--- config.mk ---
export PLATFORM = sky130hd
export DESIGN_NAME = pipeline_stall_controller
export DESIGN_NICKNAME = d
export VERILOG_FILES = /design/src/rtl/pipeline_stall_controller.sv
export SDC_FILE = /design/constraint.sdc
export NUM_CORES = 1
export LEC_CHECK = 0
export BUFFER_PORTS_ARGS = -buffer_cell sky130_fd_sc_hd__buf_2
export CAP_MARGIN = 20
export CORE_MARGIN = 2
export CORE_UTILIZATION = 53
export CTS_CLUSTER_DIAMETER = 40
export CTS_CLUSTER_SIZE = 28
export DETAILED_ROUTE_END_ITERATION = 8
export PLACE_DENSITY = 0.84
export SYNTH_ARGS = -nofsm -noshare
export SYNTH_HDL_FRONTEND = slang
export SYNTH_SLANG_ARGS = --single-unit
--- constraint.sdc ---
create_clock -name clk -period 2.05 [get_ports clk]
set_input_delay 0.205 -clock clk [delete_from_list [all_inputs] [get_ports clk]]
set_output_delay 0.205 -clock clk [all_outputs]
set_load 0.03 [all_outputs]
--- src/rtl/pipeline_stall_controller.sv ---
// Stall/flush control for a 5-stage pipeline: a memory-wait FSM with timeout,
// hazard/branch steering of the front end, and a saturating stall counter.
module pipeline_stall_controller #(
  parameter int TIMEOUT = 15,
  parameter int CNT_W   = 16
) (
  input  logic             clk,
  input  logic             rst_n,
  input  logic             hazard_detected,
  input  logic             branch_taken,
  input  logic             mem_req,
  input  logic             mem_ready,
  input  logic             clr_stats,
  output logic             freeze_if,
  output logic             flush_if_id,
  output logic             bubble_id_exe,
  output logic             freeze_all,
  output logic             mem_start,
  output logic             mem_timeout,
  output logic [CNT_W-1:0] stall_count
);

  typedef enum logic [1:0] {RUN, MEM_WAIT, RELEASE} state_t;

  localparam logic [3:0] WAIT_LAST = 4'(TIMEOUT - 1);

  state_t     state, state_nxt;
  logic [3:0] wait_cnt, wait_cnt_nxt;
  logic       timeout_hit;

  function automatic logic [CNT_W-1:0] sat_inc(input logic [CNT_W-1:0] v);
    return (&v) ? v : v + {{(CNT_W-1){1'b0}}, 1'b1};
  endfunction

  // Memory-access FSM: launch from RUN, wait for ready or timeout, then release.
  always_comb begin
    state_nxt    = state;
    wait_cnt_nxt = wait_cnt;
    freeze_all   = 1'b0;
    mem_start    = 1'b0;
    timeout_hit  = 1'b0;
    case (state)
      RUN: begin
        // rst_n gates the launch so no pulse escapes while reset is held.
        if (mem_req && rst_n) begin
          mem_start    = 1'b1;
          freeze_all   = 1'b1;
          wait_cnt_nxt = 4'd0;
          state_nxt    = MEM_WAIT;
        end
      end
      MEM_WAIT: begin
        freeze_all   = 1'b1;
        wait_cnt_nxt = wait_cnt + 4'd1;
        if (mem_ready) begin
          state_nxt = RELEASE;
        end else if (wait_cnt == WAIT_LAST) begin
          timeout_hit = 1'b1;
          state_nxt   = RELEASE;
        end
      end
      RELEASE: state_nxt = RUN;
      default: state_nxt = RUN;
    endcase
  end

  // Front-end steering: a frozen back end overrides branch, branch overrides hazard.
  always_comb begin
    freeze_if     = 1'b0;
    flush_if_id   = 1'b0;
    bubble_id_exe = 1'b0;
    if (freeze_all) begin
      freeze_if = 1'b1;
    end else if (branch_taken) begin
      flush_if_id   = 1'b1;
      bubble_id_exe = 1'b1;
    end else if (hazard_detected) begin
      freeze_if     = 1'b1;
      bubble_id_exe = 1'b1;
    end
  end

  always_ff @(posedge clk or negedge rst_n) begin
    if (!rst_n) begin
      state       <= RUN;
      wait_cnt    <= 4'd0;
      mem_timeout <= 1'b0;
      stall_count <= '0;
    end else begin
      state    <= state_nxt;
      wait_cnt <= wait_cnt_nxt;
      if (timeout_hit)
        mem_timeout <= 1'b1;
      if (clr_stats)
        stall_count <= '0;
      else if (freeze_if)
        stall_count <= sat_inc(stall_count);
    end
  end

endmodule

==> run_results.csv, run 1 <==
group,metric,value,unit
routing,drc_errors,0,
worst_setup_path,crit_chain,"nor2b_1 -> o31ai_1 -> clkbuf_2 -> or4_1 -> a21oi_1",
global_route,grt_pass1_vias,1142,
cells_and_area,final_layout_size_suffix_gt1_share,25.43,%
global_route,grt_pass1_wl,5057,um
cells_and_area,diodes,0,
worst_setup_path,cp.depth,5,
clocking,cts_hold_buffers,1,
worst_setup_path,slowest_delay,0.47,ns
synth,synth.distinct_cells,38,
worst_setup_path,critical_path_class,"reg2reg",
global_route,grt_start_max_net_pins,24,
cells_and_area,multi_input_area,703.2,um^2
routing,antenna_left,0,
synth,seq_area_frac_synth,43.85,%
synth,synthTopCellsByCount,"23 x dfrtp_1, 11 x nor2_1, 10 x nand2_1",
clocking,cts_setup_buffers,0,
worst_setup_path,crit_end,"stall_count[10]",
cells_and_area,regArea,575.6,um^2
routing,dr.pass1.iters,4,
placed_design,routabilityCongestion,0.9242,
clocking,clk_pin_slew_worst_paths,0.12,ns
placed_design,io_buffers,28,
sta,fin_setup_tns,0,ns
sta,max_freq,0.5264,GHz
clocking,clkLatencyLatePin,0.31,ns
die,design.core.area,0.002410,mm^2
sta,layout_setup_ws,0.1501,ns
power,ir_drop,0.5276,mV
clocking,cts_tree,"yes",
worst_setup_path,required,2.29,ns
cells_and_area,design_area,0.001543,mm^2
sta,relSlewSlack,56.04,%
clocking,cts_made_buffers,3,
global_route,antenna_found_initial,0,
synth,synth_area_leaders,"dfrtp_1 44%, o31ai_1 4.6%, a21oi_1 3.4%",
clocking,cts.sinks,23,
sta,min_period_over_period,92.68,%
die,pin_count,29,
placed_design,placed_area,0.001501,mm^2
routing,drt-wirelength-per-cell,14.92,um
sta,rsz0062_at_grt,"no",
worst_setup_path,crit_fanout,6,
synth,yosysTopAreaCell,"dfrtp_1",
synth,yosys.area.top_type_share,43.85,%
worst_setup_path,cp_top_family,"simple AND/OR/NAND/NOR gates",
sta,slew_violations,0,
placed_design,hpwl,2220,um
sta,tightest_slew,0.6538,ns
worst_setup_path,crit_arrival,2.14,ns
routing,routed_wl,3028,um
worst_setup_path,path_buf_inv,1,
cells_and_area,fin_nets,184,
die,die_area,0.002891,mm^2
clocking,clock_path_buffers,2,
global_route,overflow,0,
worst_setup_path,reg2regPathDepth,5,
synth,syn_inst,139,
synth,synth_area,0.001313,mm^2
synth,synth_area_per_cell,9.443,um^2
die,die_h,53.77,um
synth,synthFlopType,"dfrtp_1",
synth,synthArstFlopShare,100.0,%
placed_design,pre_cts_slack,0.05821,ns
worst_setup_path,reg2reg_slack,0.15,ns
worst_setup_path,crit_slowest_cell,"or4_1",
worst_setup_path,regToRegEndpoint,"stall_count[10]",
clocking,cts_root_buf,"clkbuf_4",
synth,yosys.cell_count.top_type,"dfrtp_1",
worst_setup_path,worstSetupEndpointType,"flip-flop",
routing,avgViaCountPerCell,6.084,
routing,vias,1235,
die,start_util,54.47,%
die,die_w,53.77,um
cells_and_area,nFillCells,189,
synth,ys_ff_latch,23,
flow_run,drv_cap,0,
clocking,htreeDepth,1,
worst_setup_path,critPathLaunch,"state[0]",
clocking,ctsResizeCount,0,
synth,synth_warnings,0,
power,p_per_area,630.7,mW/mm^2
synth,syn-num-nets,149,
synth,synth-edff-count,0,
worst_setup_path,critical_path.startpoint_type,"flip-flop",
sta,final_hold_viol_count,0,
outcome,status,"complete, no violations",
sta,finalCriticalPeriod,1.900,ns
die,rows,18,
worst_setup_path,reg2reg_from,"state[0]",
sta,setup_viol,0,
routing,drt_iter0_markers,37,
sta,skew,0.005783,ns
hold_path,hold_path.class,"in2reg",
global_route,grt_usage,23.67,%
power,p_leak,0.0007354,uW
cells_and_area,syn_to_final_growth,17.54,%
-- cell usage in the layout, fill, tap and decap left out, drive strengths merged, types with 2 or more instances in the layout --
cell	count
nand4	4
clkbuf	5
nor2	11
o21ai	7
a31oi	3
nand2	10
or3	3
nand3	5
nor4	3
nand2b	3
ha	3
dfrtp	23
a21oi	9
buf	31
or4	6
nor2b	4
nor3	8
mux2	2
and3	4
o31ai	9
inv	6
-- layout make-up --
cell class                      count  share of cell area [%]
Multi-Input combinational cell    107                   45.58
Clock buffer                        4                   1.703
Timing Repair Buffer               33                   11.52
Tap cell                           30                   2.433
Inverter                            6                   1.460
Sequential cell                    23                   37.31
-- power breakdown --
part           internal, uW  switching, uW  total (uW)  leakage [uW]
clock network          75.9            129         205     0.0000150
registers               497           44.4         542      0.000315
logic                  79.7            146         226      0.000405
total                   653            320         973      0.000735
-- sequential cells by signal, summed over array words and instances (netlist names) --
register	cells
stall_count	16
wait_cnt	4
state	2
mem_timeout	1
-- worst min path at each step --
stage          slack [ns]  startpoint              end  cells past startpoint
2_1_floorplan       -0.09       rst_n      mem_timeout                      0
3_3_place_gp         0.26       rst_n  stall_count[13]                      2
3_5_place_dp         0.27       rst_n  stall_count[13]                      2
4_1_cts              0.09   mem_ready         state[0]                      2
5_1_grt              0.11   mem_ready         state[0]                      2
6_report              0.1   mem_ready         state[0]                      2
-- cells by family (layout without fill, tap and decap cells) --
group                      after synthesis  in the layout  synth area share [%]
AOI/OAI and AO/OA                       36             36                 18.11
DFF                                     23             23                 43.85
buffers and inverters                    9             43                 2.574
and+or+nand+nor                         64             64                 29.46
xor gates and xnor gates                 1              1                0.6674
muxes                                    3              3                 2.478
adders and majority gates                3              3                 2.860
-- per-layer routing --
metal / routed length, um / track usage (%) / vias up
li1: - / - / 597
met1: 1360 / 30.85 / 593
met2: 1456 / 40.24 / 41
met3: 189 / 3.889 / 4
met4: 21 / 6.838 / 0
met5: 0 / 0 / -
-- through the flow --
stage          total power, uW  hold slack [ns]  std cells  utilization [%]
4_1_cts                  981.4          0.09404        202            63.81
5_1_grt                   1039           0.1068        203            64.02
3_3_place_gp             770.3           0.2615        197            62.31
3_5_place_dp             775.1           0.2658        197            62.31
6_report                 972.9          0.09873        203            64.02
2_1_floorplan            701.5         -0.09059        139                -
Note: power is estimated with default switching activity, not from simulation.
==> run 2: changes to the inputs <==
--- a/config.mk
+++ b/config.mk
@@ -13,6 +13,7 @@
 export CTS_CLUSTER_SIZE = 28
 export DETAILED_ROUTE_END_ITERATION = 8
 export PLACE_DENSITY = 0.84
+export RECOVER_POWER = 25
 export SYNTH_ARGS = -nofsm -noshare
 export SYNTH_HDL_FRONTEND = slang
 export SYNTH_SLANG_ARGS = --single-unit
==> constraint.sdc (replaced) <==
create_clock -name clk -period 2.05 [get_ports clk]
set_input_delay 0.1025 -clock clk [delete_from_list [all_inputs] [get_ports clk]]
set_output_delay 0.1025 -clock clk [all_outputs]
set_load 0.03 [all_outputs]
==> run_results.csv, run 2 (same netlist as run 1, synthesis figures left out) <==
group,metric,value,unit
clocking,cts_setup_buffers,0,
worst_setup_path,reg2reg_slack,0.23,ns
placed_design,hpwl,2271,um
worst_setup_path,critical_path_class,"reg2reg",
sta,slew_violations,0,
clocking,cts.sinks,23,
sta,rsz0062_at_grt,"no",
sta,layout_setup_ws,0.2320,ns
die,die_area,0.002891,mm^2
global_route,grt_pass1_wl,5009,um
placed_design,io_buffers,28,
global_route,antenna_found_initial,0,
routing,drc_errors,0,
power,p_per_area,640.9,mW/mm^2
die,start_util,54.47,%
die,die_w,53.77,um
sta,hold_ws,0.1214,ns
routing,routed_wl,3083,um
placed_design,routabilityCongestion,0.8983,
power,ir_drop,0.4951,mV
sta,setup_viol,0,
clocking,cts_root_buf,"clkbuf_4",
cells_and_area,largest_registers,"stall_count: 16 flops, wait_cnt: 4 flops, state: 2 flops",
routing,drt-wirelength-per-cell,15.19,um
clocking,clk_pin_slew_worst_paths,0.13,ns
clocking,clock_path_buffers,2,
die,rows,18,
placed_design,pre_cts_slack,0.04198,ns
clocking,htreeDepth,1,
worst_setup_path,required,2.30,ns
worst_setup_path,regToRegEndpoint,"stall_count[13]",
worst_setup_path,crit_fanout,8,
sta,max_freq,0.5501,GHz
routing,avgViaCountPerCell,6.079,
worst_setup_path,worstSetupEndpointType,"flip-flop",
die,design.core.area,0.002410,mm^2
die,pin_count,29,
cells_and_area,largest_register_ffs,16,
worst_setup_path,crit_arrival,2.07,ns
routing,vias,1234,
sta,min_period_over_period,88.68,%
global_route,grt_start_max_net_pins,24,
cells_and_area,final_cell_mix,"27 x buf_2, 23 x dfrtp_1, 11 x nor2_1",
hold_path,hold_depth,3,
cells_and_area,nFillCells,199,
clocking,cts_made_buffers,3,
sta,finalCriticalPeriod,1.818,ns
sta,fin_setup_tns,0,ns
hold_path,hold_path.class,"in2reg",
global_route,grt_usage,24.04,%
sta,skew,0.003160,ns
global_route,overflow,0,
sta,tightest_slew,1.279,ns
cells_and_area,largest-register,"stall_count",
cells_and_area,layout.cells.most_common,"buf_2",
global_route,grt_pass1_vias,1164,
cells_and_area,fin_nets,184,
cells_and_area,syn_to_final_growth,17.92,%
routing,antenna_left,0,
routing,drt_iter0_markers,29,
outcome,status,"complete, no violations",
hold_path,hold_path_startpoint,"mem_req",
die,die_h,53.77,um
worst_setup_path,critical_path.startpoint_type,"flip-flop",
routing,dr.pass1.iters,4,
clocking,cts_tree,"yes",
worst_setup_path,reg2reg_from,"stall_count[3]",
clocking,clkLatencyLatePin,0.32,ns
cells_and_area,final_layout_size_suffix_gt1_share,24.28,%
flow_run,drv_cap,0,
hold_path,worstHoldEndpoint,"state[0]",
sta,final_hold_viol_count,0,
power,p_leak,0.0007266,uW
worst_setup_path,reg2regPathDepth,4,
sta,relSlewSlack,14.75,%
cells_and_area,diodes,0,
## run 2: changes by cell type in the layout (fill, tap and decap cells not counted)
cell	delta
buf_2	-1
buf_4	-1
clkbuf_1	+2
clkbuf_2	-1
dlygate4sd3_1	+1
o31ai_1	-1
o31ai_2	+1
## run 2: worst max-delay path, cell delays in order, from the launching register on
cell     delay, ns
dfrtp_1       0.50
nand4_2       0.19
or3_4         0.44
or4_1         0.47
a21oi_1       0.16
## run 2: per-stage QoR
step | instances | power [uW] | instance area [um^2] | utilization [%]
2_1_floorplan | 139 | 701.5 | 1313 | -
3_3_place_gp | 197 | 770.6 | 1501 | 62.31
3_5_place_dp | 197 | 777.8 | 1501 | 62.31
4_1_cts | 203 | 999.9 | 1548 | 64.23
5_1_grt | 203 | 1045 | 1548 | 64.23
6_report | 203 | 991.9 | 1548 | 64.23
## run 2: where the power goes
part | internal, uW | switching (uW) | total, uW
Combinational | 81.0 | 149 | 230
Clock | 76.2 | 144 | 220
Sequential | 497 | 45.2 | 542
Total | 655 | 337 | 992
## run 2: cell type report
class / instances / area, um^2 / share of cell area [%]
inverters: 6 / 22.52 / 1.455
repair buffers: 33 / 177.7 / 11.48
flip-flops and latches: 23 / 575.6 / 37.19
well taps: 30 / 37.54 / 2.425
multi-input cells: 107 / 708.2 / 45.76
clock buffers: 4 / 26.28 / 1.698
## run 2: per-layer routing
metal | global-route usage, % | wire length (um) | vias up
met1 | 33.21 | 1388 | 580
met2 | 37.60 | 1455 | 46
li1 | - | - | 599
met4 | 11.11 | 71 | 0
met3 | 2.778 | 168 | 9
met5 | 0 | 0 | -
## run 2: worst max path at each step
| stage | start | end | slack (ns) |
|---|---|---|---|
| 2_1_floorplan | stall_count[12] | stall_count[0] | 0.18 |
| 3_3_place_gp | state[1] | stall_count[8] | 0.17 |
| 3_5_place_dp | state[1] | stall_count[8] | 0.04 |
| 4_1_cts | state[1] | stall_count[8] | 0.009 |
| 5_1_grt | state[1] | stall_count[8] | 0.11 |
| 6_report | stall_count[3] | stall_count[13] | 0.23 |
## run 2: repair_timing
item / 4_1_cts / 5_1_grt
hold buffers: 2 / 0
resized for setup: 0 / 1
endpoints found under the setup margin: 0 / 7
endpoints found under the hold margin: 24 / 0
